===== src/rtl/wb_arbiter_if.sv =====
// Write-back arbiter bus: per-source result ports on one side, the single
// register-file write port plus status on the other.
interface wb_arbiter_if #(
  parameter int NUM_SRC = 4,
  parameter int DATA_W  = 32,
  parameter int ADDR_W  = 5
);
  logic [NUM_SRC-1:0]        src_valid_i;
  logic [NUM_SRC-1:0]        src_ready_o;
  logic [NUM_SRC*ADDR_W-1:0] src_waddr_i;
  logic [NUM_SRC*DATA_W-1:0] src_wdata_i;
  logic                      flush_i;
  logic                      reg_we_o;
  logic [ADDR_W-1:0]         reg_waddr_o;
  logic [DATA_W-1:0]         reg_wdata_o;
  logic [NUM_SRC-1:0]        pend_o;
  logic                      busy_o;

  // Arbiter side
  modport slave (
    input  src_valid_i, src_waddr_i, src_wdata_i, flush_i,
    output src_ready_o, reg_we_o, reg_waddr_o, reg_wdata_o, pend_o, busy_o
  );

  // Producer / register-file side
  modport master (
    output src_valid_i, src_waddr_i, src_wdata_i, flush_i,
    input  src_ready_o, reg_we_o, reg_waddr_o, reg_wdata_o, pend_o, busy_o
  );
endinterface


===== src/rtl/wb_arbiter.sv =====
// Write-back arbiter: NUM_SRC result producers, each buffered in its own small
// FIFO, merged onto one register-file write port by fixed-priority or
// round-robin arbitration over the FIFO heads.
module wb_arbiter #(
  parameter int NUM_SRC    = 4,
  parameter int DATA_W     = 32,
  parameter int ADDR_W     = 5,
  parameter int FIFO_DEPTH = 2,
  parameter int ARB_MODE   = 0
) (
  input  logic         clk,
  input  logic         rst,
  wb_arbiter_if.slave  bus
);
  localparam int PTR_W = $clog2(FIFO_DEPTH);
  localparam int CNT_W = PTR_W + 1;
  localparam int SRC_W = $clog2(NUM_SRC);

  logic [ADDR_W-1:0] mem_addr [NUM_SRC][FIFO_DEPTH];
  logic [DATA_W-1:0] mem_data [NUM_SRC][FIFO_DEPTH];
  logic [PTR_W-1:0]  wr_ptr   [NUM_SRC];
  logic [PTR_W-1:0]  rd_ptr   [NUM_SRC];
  logic [CNT_W-1:0]  count    [NUM_SRC];

  logic [SRC_W-1:0]   rr_ptr;
  logic [SRC_W-1:0]   grant;
  logic               grant_valid;
  logic               write_en;
  logic [NUM_SRC-1:0] full;
  logic [NUM_SRC-1:0] pend;
  logic [NUM_SRC-1:0] push;
  logic [NUM_SRC-1:0] pop;

  // FIFO status and push qualification; zero-address results are accepted but dropped
  always_comb begin
    full = {NUM_SRC{1'b0}};
    pend = {NUM_SRC{1'b0}};
    push = {NUM_SRC{1'b0}};
    for (int i = 0; i < NUM_SRC; i++) begin
      full[i] = (count[i] == CNT_W'(FIFO_DEPTH));
      pend[i] = (count[i] != {CNT_W{1'b0}});
      push[i] = bus.src_valid_i[i] & ~full[i] & ~bus.flush_i &
                (bus.src_waddr_i[i*ADDR_W +: ADDR_W] != {ADDR_W{1'b0}});
    end
  end

  // Pick the winning FIFO head: lowest index, or first after the RR pointer
  always_comb begin
    logic [SRC_W-1:0] idx;
    grant       = {SRC_W{1'b0}};
    grant_valid = 1'b0;
    idx         = {SRC_W{1'b0}};
    if (ARB_MODE == 0) begin
      for (int i = 0; i < NUM_SRC; i++) begin
        grant       = (!grant_valid && pend[i]) ? SRC_W'(i) : grant;
        grant_valid = grant_valid | pend[i];
      end
    end else begin
      for (int k = 1; k <= NUM_SRC; k++) begin
        idx         = SRC_W'((int'(rr_ptr) + k) % NUM_SRC);
        grant       = (!grant_valid && pend[idx]) ? idx : grant;
        grant_valid = grant_valid | pend[idx];
      end
    end
  end

  assign write_en = grant_valid & ~bus.flush_i;

  // The granted source pops in every cycle that writes the register file
  always_comb begin
    pop = {NUM_SRC{1'b0}};
    for (int i = 0; i < NUM_SRC; i++) begin
      pop[i] = write_en & (grant == SRC_W'(i));
    end
  end

  assign bus.src_ready_o = ~full;
  assign bus.pend_o      = pend;
  assign bus.busy_o      = |pend;
  assign bus.reg_we_o    = write_en;
  assign bus.reg_waddr_o = write_en ? mem_addr[grant][rd_ptr[grant]] : {ADDR_W{1'b0}};
  assign bus.reg_wdata_o = write_en ? mem_data[grant][rd_ptr[grant]] : {DATA_W{1'b0}};

  // FIFO storage; contents need no reset because counts gate visibility
  always_ff @(posedge clk) begin
    for (int i = 0; i < NUM_SRC; i++) begin
      if (push[i]) begin
        mem_addr[i][wr_ptr[i]] <= bus.src_waddr_i[i*ADDR_W +: ADDR_W];
        mem_data[i][wr_ptr[i]] <= bus.src_wdata_i[i*DATA_W +: DATA_W];
      end
    end
  end

  // FIFO pointers and counts; flush empties every FIFO at the next edge
  always_ff @(posedge clk or posedge rst) begin
    if (rst) begin
      for (int i = 0; i < NUM_SRC; i++) begin
        wr_ptr[i] <= {PTR_W{1'b0}};
        rd_ptr[i] <= {PTR_W{1'b0}};
        count[i]  <= {CNT_W{1'b0}};
      end
    end else if (bus.flush_i) begin
      for (int i = 0; i < NUM_SRC; i++) begin
        wr_ptr[i] <= {PTR_W{1'b0}};
        rd_ptr[i] <= {PTR_W{1'b0}};
        count[i]  <= {CNT_W{1'b0}};
      end
    end else begin
      for (int i = 0; i < NUM_SRC; i++) begin
        if (push[i]) begin
          wr_ptr[i] <= wr_ptr[i] + PTR_W'(1);
        end
        if (pop[i]) begin
          rd_ptr[i] <= rd_ptr[i] + PTR_W'(1);
        end
        count[i] <= count[i] + CNT_W'(push[i]) - CNT_W'(pop[i]);
      end
    end
  end

  // Round-robin pointer follows the winner only when a write is granted
  always_ff @(posedge clk or posedge rst) begin
    if (rst) begin
      rr_ptr <= SRC_W'(NUM_SRC - 1);
    end else if (write_en) begin
      rr_ptr <= grant;
    end else begin
      rr_ptr <= rr_ptr;
    end
  end
endmodule


===== src/flat_wrapper.sv =====
// flat-port wrapper written by rule: the top's interface ports become plain ports
module wb_arbiter_flat 
#(
  parameter int NUM_SRC    = 4,
  parameter int DATA_W     = 32,
  parameter int ADDR_W     = 5,
  parameter int FIFO_DEPTH = 2,
  parameter int ARB_MODE   = 0
)
  (clk, rst, bus_src_valid_i, bus_src_waddr_i, bus_src_wdata_i, bus_flush_i, bus_src_ready_o, bus_reg_we_o, bus_reg_waddr_o, bus_reg_wdata_o, bus_pend_o, bus_busy_o);
  wb_arbiter_if #(.NUM_SRC(NUM_SRC), .DATA_W(DATA_W), .ADDR_W(ADDR_W)) bus_i ();
  input  logic clk;
  input  logic rst;
  input wire logic [$bits(bus_i.src_valid_i)-1:0] bus_src_valid_i;
  input wire logic [$bits(bus_i.src_waddr_i)-1:0] bus_src_waddr_i;
  input wire logic [$bits(bus_i.src_wdata_i)-1:0] bus_src_wdata_i;
  input wire logic [$bits(bus_i.flush_i)-1:0] bus_flush_i;
  output wire logic [$bits(bus_i.src_ready_o)-1:0] bus_src_ready_o;
  output wire logic [$bits(bus_i.reg_we_o)-1:0] bus_reg_we_o;
  output wire logic [$bits(bus_i.reg_waddr_o)-1:0] bus_reg_waddr_o;
  output wire logic [$bits(bus_i.reg_wdata_o)-1:0] bus_reg_wdata_o;
  output wire logic [$bits(bus_i.pend_o)-1:0] bus_pend_o;
  output wire logic [$bits(bus_i.busy_o)-1:0] bus_busy_o;
  assign bus_i.src_valid_i = bus_src_valid_i;
  assign bus_i.src_waddr_i = bus_src_waddr_i;
  assign bus_i.src_wdata_i = bus_src_wdata_i;
  assign bus_i.flush_i = bus_flush_i;
  assign bus_src_ready_o = bus_i.src_ready_o;
  assign bus_reg_we_o = bus_i.reg_we_o;
  assign bus_reg_waddr_o = bus_i.reg_waddr_o;
  assign bus_reg_wdata_o = bus_i.reg_wdata_o;
  assign bus_pend_o = bus_i.pend_o;
  assign bus_busy_o = bus_i.busy_o;
  wb_arbiter #(.NUM_SRC(NUM_SRC), .DATA_W(DATA_W), .ADDR_W(ADDR_W), .FIFO_DEPTH(FIFO_DEPTH), .ARB_MODE(ARB_MODE)) u_core (.clk(clk), .rst(rst), .bus(bus_i));
endmodule

===== config.mk =====
export PLATFORM = sky130hd
export DESIGN_NAME = wb_arbiter_flat
export DESIGN_NICKNAME = d
export VERILOG_FILES = /design/src/rtl/wb_arbiter_if.sv /design/src/rtl/wb_arbiter.sv /design/src/flat_wrapper.sv
export SDC_FILE = /design/constraint.sdc
export NUM_CORES = 1
export LEC_CHECK = 0
export CORE_MARGIN = 5
export CORE_UTILIZATION = 50
export CTS_BUF_LIST = sky130_fd_sc_hd__clkbuf_16
export CTS_CLUSTER_SIZE = 12
export DETAILED_ROUTE_END_ITERATION = 10
export DONT_BUFFER_PORTS = 1
export PLACE_DENSITY_LB_ADDON = 0.05
export SYNTH_ARGS = -nofsm -noshare
export SYNTH_HDL_FRONTEND = slang
export SYNTH_SLANG_ARGS = --single-unit

===== constraint.sdc =====
create_clock -name clk -period 6.66 [get_ports clk]
set_clock_uncertainty 0.15 [all_clocks]
set_input_delay 1.332 -clock clk [delete_from_list [all_inputs] [get_ports clk]]
set_output_delay 1.332 -clock clk [all_outputs]
set_load 0.02 [all_outputs]

Word level (Yosys, flattened, before mapping)
Memory sizes are Yosys's and may differ from the RTL's.
Cells that the tools add are included.
W data, S select, Z words.
{ "word_totals": {"reg_bits": 16, "ramBits": 296, "out_inout_bits": 47, "word_cells": 160, "memories": 2} }
{ "classes": {"add_sub_neg": 16, "n_lt_le_gt_ge": 10, "n_eq_ne": 7, "muxes": 53, "bitwise": 32, "reduce_logical": 28} }
{ "memory_table": {"columns": ["name", "words", "word_bits", "rd", "rd_ports_with_merged_regs", "write_ports", "line_no", "source"], "rows": [
  ["u_core.mem_data", 4, 64, 1, 0, 4, "wb_arbiter.sv:20", "logic [DATA_W-1:0] mem_data [NUM_SRC][FIFO_DEPTH];"],
  ["u_core.mem_addr", 4, 10, 1, 0, 4, "wb_arbiter.sv:19", "logic [ADDR_W-1:0] mem_addr [NUM_SRC][FIFO_DEPTH];"]
]} }
{ "op_table": {"columns": ["cell", "count"], "rows": [
  ["$mux W32", 8],
  ["$mux W64", 4],
  ["$demux W32 S1", 4],
  ["$mux W10", 4],
  ["$mux W5", 8],
  ["$reduce_bool A2 Y1", 12],
  ["$demux W5 S1", 4],
  ["$reduce_bool A5 Y1", 4],
  ["$and A1 B1 Y1", 17],
  ["$mux W1", 15],
  ["$eq A2 B2 Y1 const B", 6],
  ["$ge A2 B2 Y1 const B", 5],
  ["$not A1 Y2", 5],
  ["$add A1 B1 Y1 const B", 8],
  ["$add A2 B1 Y2", 4],
  ["$lt A2 B1 Y1 const B", 4],
  ["$mux W4", 2],
  ["$mux W8", 1],
  ["$sub A2 B1 Y2", 4],
  ["$logic_and A1 B1 Y1", 7],
  ["$not A1 Y1", 5],
  ["$mux W2", 2],
  ["$not A4 Y4", 1],
  ["$reduce_or A4 Y1", 1],
  ["7 further kinds", 11]
]} }

Depth between registers and ports, before layout
Gate-level depths: netlist of run 1.
{ "depth": {"ltp_word": 15, "mapped_depth": 9} }

Least setup slack after synthesis of run 1
OpenSTA, ideal clock, no wires.
{ "synth_timing": {"path_type": "input to output", "start": "input bus_flush_i", "end": "output bus_reg_waddr_o[1]", "t_arrival_ns": 2.446, "required_time_ns": 5.178, "path_slack_ns": 2.732, "path_stages": 4, "path_cell_list": "nand2b_1 -> clkbuf_1 -> buf_1 -> a211oi_1"} }
{ "synth_via": {"elab_chain_cells": 3} }
{ "synth_lines": {"columns": ["element", "line_no", "source"], "rows": [
  ["start: declaration", "flat_wrapper.sv:17", "input wire logic [$bits(bus_i.flush_i)-1:0] bus_flush_i;"],
  ["$not A1 Y1", "wb_arbiter.sv:67", "assign write_en = grant_valid & ~bus.flush_i;"],
  ["$and A1 B1 Y1", "wb_arbiter.sv:67", null],
  ["$mux W5", "wb_arbiter.sv:81", "assign bus.reg_waddr_o = write_en ? mem_addr[grant][rd_ptr[grant]] : {ADDR_W{1'b0}};"],
  ["end: declaration", "flat_wrapper.sv:20", "output wire logic [$bits(bus_i.reg_waddr_o)-1:0] bus_reg_waddr_o;"]
]} }
Every way passes these cells.

Worst setup path in the final report of run 1
{ "layout_timing": {"start": "register u_core.count[7] in the netlist's numbering", "end": "output bus_reg_wdata_o[23]"} }
{ "layout_via": {"elab_chain_cells": 15} }
{ "layout_lines": {"columns": ["element", "line_no", "source"], "rows": [
  ["start: declaration", "wb_arbiter.sv:23", "logic [CNT_W-1:0] count [NUM_SRC];"],
  ["start signal: indexed assignment", "wb_arbiter.sv:100", "count[i] <= {CNT_W{1'b0}};"],
  ["start signal: indexed assignment", "wb_arbiter.sv:106", "count[i] <= {CNT_W{1'b0}};"],
  ["start signal: indexed assignment", "wb_arbiter.sv:116", "count[i] <= count[i] + CNT_W'(push[i]) - CNT_W'(pop[i]);"],
  ["$reduce_bool A2 Y1 (*)", "wb_arbiter.sv:41", "pend[i] = (count[i] != {CNT_W{1'b0}});"],
  ["net bus_pend_o[0]", "flat_wrapper.sv:22", "output wire logic [$bits(bus_i.pend_o)-1:0] bus_pend_o;"],
  ["$logic_not A1 Y1 / $or A1 B1 Y1 (equally long branches)", "wb_arbiter.sv:55, wb_arbiter.sv:56", null],
  ["$logic_and A1 B1 Y1, or another cell as far along", "wb_arbiter.sv:55", "grant = (!grant_valid && pend[i]) ? SRC_W'(i) : grant;"],
  ["$mux W1, or another cell as far along", "wb_arbiter.sv:55", null],
  ["$mux W2 / $logic_and A1 B1 Y1 (equally long branches)", "wb_arbiter.sv:55", null],
  ["$mux W2", "wb_arbiter.sv:55", null],
  ["$not A2 Y3 (implied by the code)", "wb_arbiter.sv:82", "assign bus.reg_wdata_o = write_en ? mem_data[grant][rd_ptr[grant]] : {DATA_W{1'b0}};"],
  ["$bmux W1 S2", "wb_arbiter.sv:82", null],
  ["$mux W1 (implied by the code) (2 in series)", "wb_arbiter.sv:82", null],
  ["$not A1 Y2 (implied by the code)", "wb_arbiter.sv:82", null],
  ["$mux W32 (implied by the code) (3 in series)", "wb_arbiter.sv:82", null],
  ["$mux W32 (*)", "wb_arbiter.sv:82", null],
  ["end: declaration", "flat_wrapper.sv:21", "output wire logic [$bits(bus_i.reg_wdata_o)-1:0] bus_reg_wdata_o;"]
]} }
The timed path passes the listed nets; every way through them passes the cells marked *. The select of a mux whose other input is x is not followed.

==> results of run 1 <==
[per-layer routing]
| layer | up-vias | share of wire, % | global-route usage (%) |
|---|---|---|---|
| li1 | 2993 | - | - |
| met2 | 220 | 49 | 35.24 |
| met4 | 0 | 2.0 | 5.123 |
| met1 | 3327 | 38 | 24.62 |
| met3 | 39 | 11 | 9.742 |
| met5 | - | 0 | 0 |
[registers in the layout (all words and copies together), names as in the netlist]
register         cells
u_core.count         8
u_core.mem_addr     40
u_core.mem_data    256
u_core.rd_ptr        4
u_core.wr_ptr        4
[critical path: cells and delay by family, from the launching register on]
family / cells / cell delay (ps)
AOI/OAI and AO/OA: 2 / 840
buffers and inverters: 2 / 910
DFF: 1 / 410
muxes: 1 / 150
and+or+nand+nor: 3 / 1140
[path summary, 6_finish.rpt]
kind | startpoint | end | slack [ps] | depth (start not counted)
max in group asynchronous | rst | u_core.rd_ptr[1]$_DFFE_PP0P_ | 5280 | 1
setup / recovery | u_core.count[7]$_DFF_PP0_ | bus_reg_wdata_o[23] | 1200 | 8
hold / removal | u_core.rd_ptr[3]$_DFFE_PP0P_ | u_core.rd_ptr[3]$_DFFE_PP0P_ | 400 | 2
min in group asynchronous | rst | u_core.rd_ptr[0]$_DFFE_PP0P_ | 660 | 1
setup reg to reg | u_core.count[4]$_DFF_PP0_ | u_core.count[1]$_DFF_PP0_ | 4050 | 8
hold reg to reg | u_core.rd_ptr[3]$_DFFE_PP0P_ | u_core.rd_ptr[3]$_DFFE_PP0P_ | 400 | 2
[synth_stat cells, types with 6 or more instances]
cell / instances / share of area, %
edfxtp_1: 296 / 72
a221oi_1: 37 / 2.6
a211oi_1: 31 / 1.9
nor3_1: 7 / 0.28
xnor2_1: 8 / 0.57
dfrtp_1: 16 / 3.2
nor2_1: 99 / 3.0
a22oi_1: 37 / 2.3
a211oi_2: 6 / 0.61
clkbuf_1: 10 / 0.30
o21ai_0: 41 / 1.7
buf_4: 9 / 0.55
ha_1: 8 / 0.81
nand2_1: 9 / 0.27
buf_2: 22 / 0.89
mux2i_1: 74 / 6.0
inv_1: 17 / 0.52
[logic make-up after synthesis]
kind of cell | count (synthesis) | synth area share, %
flip-flops | 312 | 75.36
AO/OA/AOI/OAI | 156 | 9.258
AND/OR/NAND/NOR | 138 | 4.923
multiplexers | 74 | 6.010
buffers and inverters | 65 | 2.781
XOR/XNOR | 12 | 0.8527
adder cells (fa/ha/maj) | 8 | 0.8121
[cell type report]
class / instances / area, um2
fill: 1919 / 10680
multi-input combinational: 388 / 2765
clock buffer: 35 / 875.8
tap: 324 / 405.4
inverter: 18 / 67.56
timing repair buffer: 15 / 125.1
clock inverter: 20 / 112.6
sequential: 312 / 9289
[power by group]
part / total (mW) / internal, mW / switching, mW
clock network: 1.67 / 0.981 / 0.692
logic: 2.48 / 0.720 / 1.76
registers: 2.43 / 2.36 / 0.0667
==> results.yml, run 1 <==
worst_setup_path:
  crit_top_cell: "nor2_1"
  slowest_stage: "nor2_4"
  cp_cell_sequence: "nor2_1 -> clkinv_1 -> nor2_4 -> buf_4 -> mux2i_1 -> nor2_1 -> a221oi_1 -> a211oi_1"
  start_kind: "flip-flop"
  criticalPathCategory: "reg2out"
  cpPeakStageDelay_ps: 850
  crit_arrival_ps: 3980
  required_ps: 5180
  critical_path_peak_fanout: 25
  end_kind: "primary output"
die:
  die_y_um: 167.0
  core_um2: 24320
  dieArea_um2: 27890
  fp.dieW_um: 167.0
  start_util_pct: 50.68
  rows: 57
  io_pins: 202
route:
  firstDrtPassIters: 5
  vias: 6579
  antenna_left: 0
  routedWlPerCell_um: 26.43
  vias_per_cell: 5.916
  remaining_drc_errors: 0
  wirelength_um: 29400
  drt_iter0_drc: 490
yosys:
  postSynthAreaPerCell_um2: 16.11
  syn_area_um2: 12330
  yosysWarnings: 0
  ys_seq_area_share_pct: 75.36
  post_synth_num_cell_types: 34
  synth_edf_count: 296
  ys_ff_latch: 312
  syn_nets: 928
  netlist_instances: 765
  synth-async-reset-ratio_pct: 5.128
  synth_ff_type: "edfxtp_1"
place:
  numPlacedInstances: 1057
  post-place-ws_ps: 1667
  gp_congestion: 0.8045
  placed_cell_area_um2: 12650
  dpl.hpwl_um: 18410
  io_buffers: 0
timing:
  fin_ws_ps: 1196
  fin_tns_setup_ps: 0
  max_clock_freq_ghz: 0.1830
  hold_violations: 0
  finalSetupViolCount: 0
  drv_slew: 0
  tightest_slew_ps: 1192
  slew_headroom_pct: 20.52
  hold_ws_ps: 398.7
  rsz0062_at_grt: "false"
  fin_crit_sh_pct: 82.05
  period_needed_ps: 5464
power:
  peakVddDrop_mv: 0.2938
  leakagePower_nw: 4.459
  p_per_area_nw_per_um2: 482.2
  p_total_mw: 6.578
cells_and_area:
  layoutNonFillerInstCount: 1112
  syn_to_final_growth_pct: 10.67
  final_common_cell: "edfxtp_1"
  finalCoreUtilization_pct: 56.09
  design_area_um2: 13640
  n_antenna_cell: 0
  final_cell_mix: "edfxtp_1 (296), nor2_1 (93), mux2i_1 (74), o21ai_0 (41)"
  layout.nets: 932
  drive_above_1_share_pct: 9.518
global_route:
  grt_pass1_vias: 7102
  antenna_found_initial: 0
  grt_max_degree: 76
  grt_first_pass_wirelength_um: 44170
  grt_use_total_pct: 20.95
  grt-ovfl-total: 0
cts:
  cts_resized: 0
  hold_buffers: 0
  clock-sinks: 312
  root_buffer: "clkbuf_16"
  cts_buffer_depth: 3
  clk_latency_ps: 500
  numCtsBuffers: 34
  cts_max_level: 2
  clkTransAtPathRegs_ps: 50
  post_cts_buffers: 0
  cts_tree: "done"
min_path:
  hold_path.class: "reg2reg"
run:
  maxCapViolCount: 0
status:
  run_status: "complete, no violations"
Power figures use the tool's default switching activity.
==> run 2: changes to the inputs <==
==> constraint.sdc (replaced) <==
create_clock -name clk -period 5.5 [get_ports clk]
set_clock_uncertainty 0.15 [all_clocks]
set_input_delay 1.1 -clock clk [delete_from_list [all_inputs] [get_ports clk]]
set_output_delay 1.1 -clock clk [all_outputs]
set_load 0.02 [all_outputs]
==> run 2 against run 1 <==
  * Total power up 21%
  * Hold slack better by 0.71 ps
  * Critical path depth down 1
  * Via count up 0.44%
  * Largest power group unchanged
  * Final area up 0.45%
  * Die area unchanged
  * Clock-buffer cell count unchanged
  * Register-to-register slack worse by 1200 ps
  * Combinational power up 22%
  * Sequential power up 21%
==> results.yml, run 2 (synthesized netlist as in run 1, its figures left out) <==
die:
  rows: 57
  die_y_um: 167.0
  start_util_pct: 50.68
  dieArea_um2: 27890
  core_um2: 24320
  io_pins: 202
  fp.dieW_um: 167.0
timing:
  tightest_slew_ps: 1216
  fin_crit_sh_pct: 88.79
  finalSetupViolCount: 0
  drv_slew: 0
  slew_headroom_pct: 18.92
  max_clock_freq_ghz: 0.2048
  hold_violations: 0
  period_needed_ps: 4884
  fin_tns_setup_ps: 0
  rsz0062_at_grt: "false"
cts:
  cts_tree: "done"
  numCtsBuffers: 34
  cts_buffer_depth: 3
  cts_resized: 0
  clk_latency_ps: 490
  clkTransAtPathRegs_ps: 60
  cts_max_level: 2
  hold_buffers: 0
  post_cts_buffers: 0
  root_buffer: "clkbuf_16"
  clock-sinks: 312
power:
  peakVddDrop_mv: 0.3650
  p_per_area_nw_per_um2: 582.3
  leakagePower_nw: 4.499
global_route:
  antenna_found_initial: 2
  grt_max_degree: 45
  grt_pass1_vias: 7027
  grt_util_met1_pct: 24.56
  grt-ovfl-total: 0
  grt_use_total_pct: 20.33
  grt_util_met3_pct: 8.154
  grt_first_pass_wirelength_um: 43090
  busiest_layer: "met2"
  grtUsageMet2_pct: 34.08
cells_and_area:
  largest_reg_flops: 256
  nFillCells: 1924
  n_antenna_cell: 0
  final_common_cell: "edfxtp_1"
  syn_to_final_growth_pct: 11.17
  design_area_um2: 13700
  layout.nets: 937
  seqCellArea_um2: 9289
  final_cell_mix: "edfxtp_1 (296), nor2_1 (93), mux2i_1 (74), o21ai_0 (41)"
  drive_above_1_share_pct: 10.35
  multiInputGateArea_um2: 2765
status:
  run_status: "complete, no violations"
place:
  gp_congestion: 0.7862
  dpl.hpwl_um: 18460
  io_buffers: 0
  placed_cell_area_um2: 12710
route:
  wirelength_um: 28950
  firstDrtPassIters: 6
  remaining_drc_errors: 0
  antenna_left: 0
  drt_iter0_drc: 424
  vias: 6608
  routedWlPerCell_um: 25.94
  vias_per_cell: 5.921
run:
  maxCapViolCount: 0
worst_setup_path:
  critical_path_peak_fanout: 40
  crit_arrival_ps: 3630
  required_ps: 4250
  criticalPathCategory: "reg2out"
  start_kind: "flip-flop"
  end_kind: "primary output"
min_path:
  hold_path.class: "reg2reg"
run 2: cell types whose count changed in the layout (fill, tap and decap cells not counted):
cell / previous run / this run
clkinv_1: 10 / 6
buf_4: 14 / 17
buf_12: 1 / 3
clkinv_2: 1 / 3
inv_1: 24 / 25
run 2: per-stage QoR:
step / power (mW) / hold WS [ps] / worst slack, ps / instances / util [%]
final: 7.979 / 399.4 / 616.4 / 1116 / 56.34
after global placement: 5.989 / 371.5 / 1136 / 1062 / 52.28
after global routing: 8.425 / 430.9 / 367.6 / 1116 / 56.34
after detailed placement: 6.045 / 383.8 / 1105 / 1062 / 52.28
after CTS: 8.080 / 401.0 / 523.4 / 1116 / 56.34
after floorplan: 5.378 / 323.6 / 1978 / 765 / -
run 2: final timing paths:
path,slack [ps],cells after the start,from,endpoint
min,400,2,u_core.rd_ptr[1]$_DFFE_PP0P_,u_core.rd_ptr[1]$_DFFE_PP0P_
min reg2reg,400,2,u_core.rd_ptr[1]$_DFFE_PP0P_,u_core.rd_ptr[1]$_DFFE_PP0P_
max reg2reg,2820,8,u_core.count[6]$_DFF_PP0_,u_core.count[1]$_DFF_PP0_
max in group asynchronous,4330,1,rst,u_core.rd_ptr[1]$_DFFE_PP0P_
min in group asynchronous,440,1,rst,u_core.wr_ptr[1]$_DFFE_PP0P_
max,620,7,u_core.count[6]$_DFF_PP0_,bus_reg_wdata_o[0]
run 2: where the power goes:
group	internal, mW	leakage, nW	switching, mW
Combinational	0.913	1.06	2.11
Clock	1.19	0.516	0.836
Sequential	2.86	2.93	0.0758
Total	4.96	4.50	3.02
run 2: final cells by class:
| type | count | area share [%] |
|---|---|---|
| Multi-Input combinational cell | 388 | 20.18 |
| Tap cell | 324 | 2.959 |
| Inverter | 18 | 0.4931 |
| Sequential cell | 312 | 67.79 |
| Clock inverter | 19 | 0.8127 |
| Timing Repair Buffer | 20 | 1.370 |
| Clock buffer | 35 | 6.392 |
run 2: layer usage:
metal	part of all wire, %	vias to the layer above
met3	9.5	51
met4	2.6	4
met1	38	3308
met2	49	245
met5	0.10	-
li1	-	3000
run 2: worst max-delay path, cell delays in order (launching register included):
cell and delay (ps):
dfrtp_1 380, or4_1 760, nor2_4 750, buf_4 510, nor2_1 120, a221oi_1 250
a211oi_1 130, buf_4 230
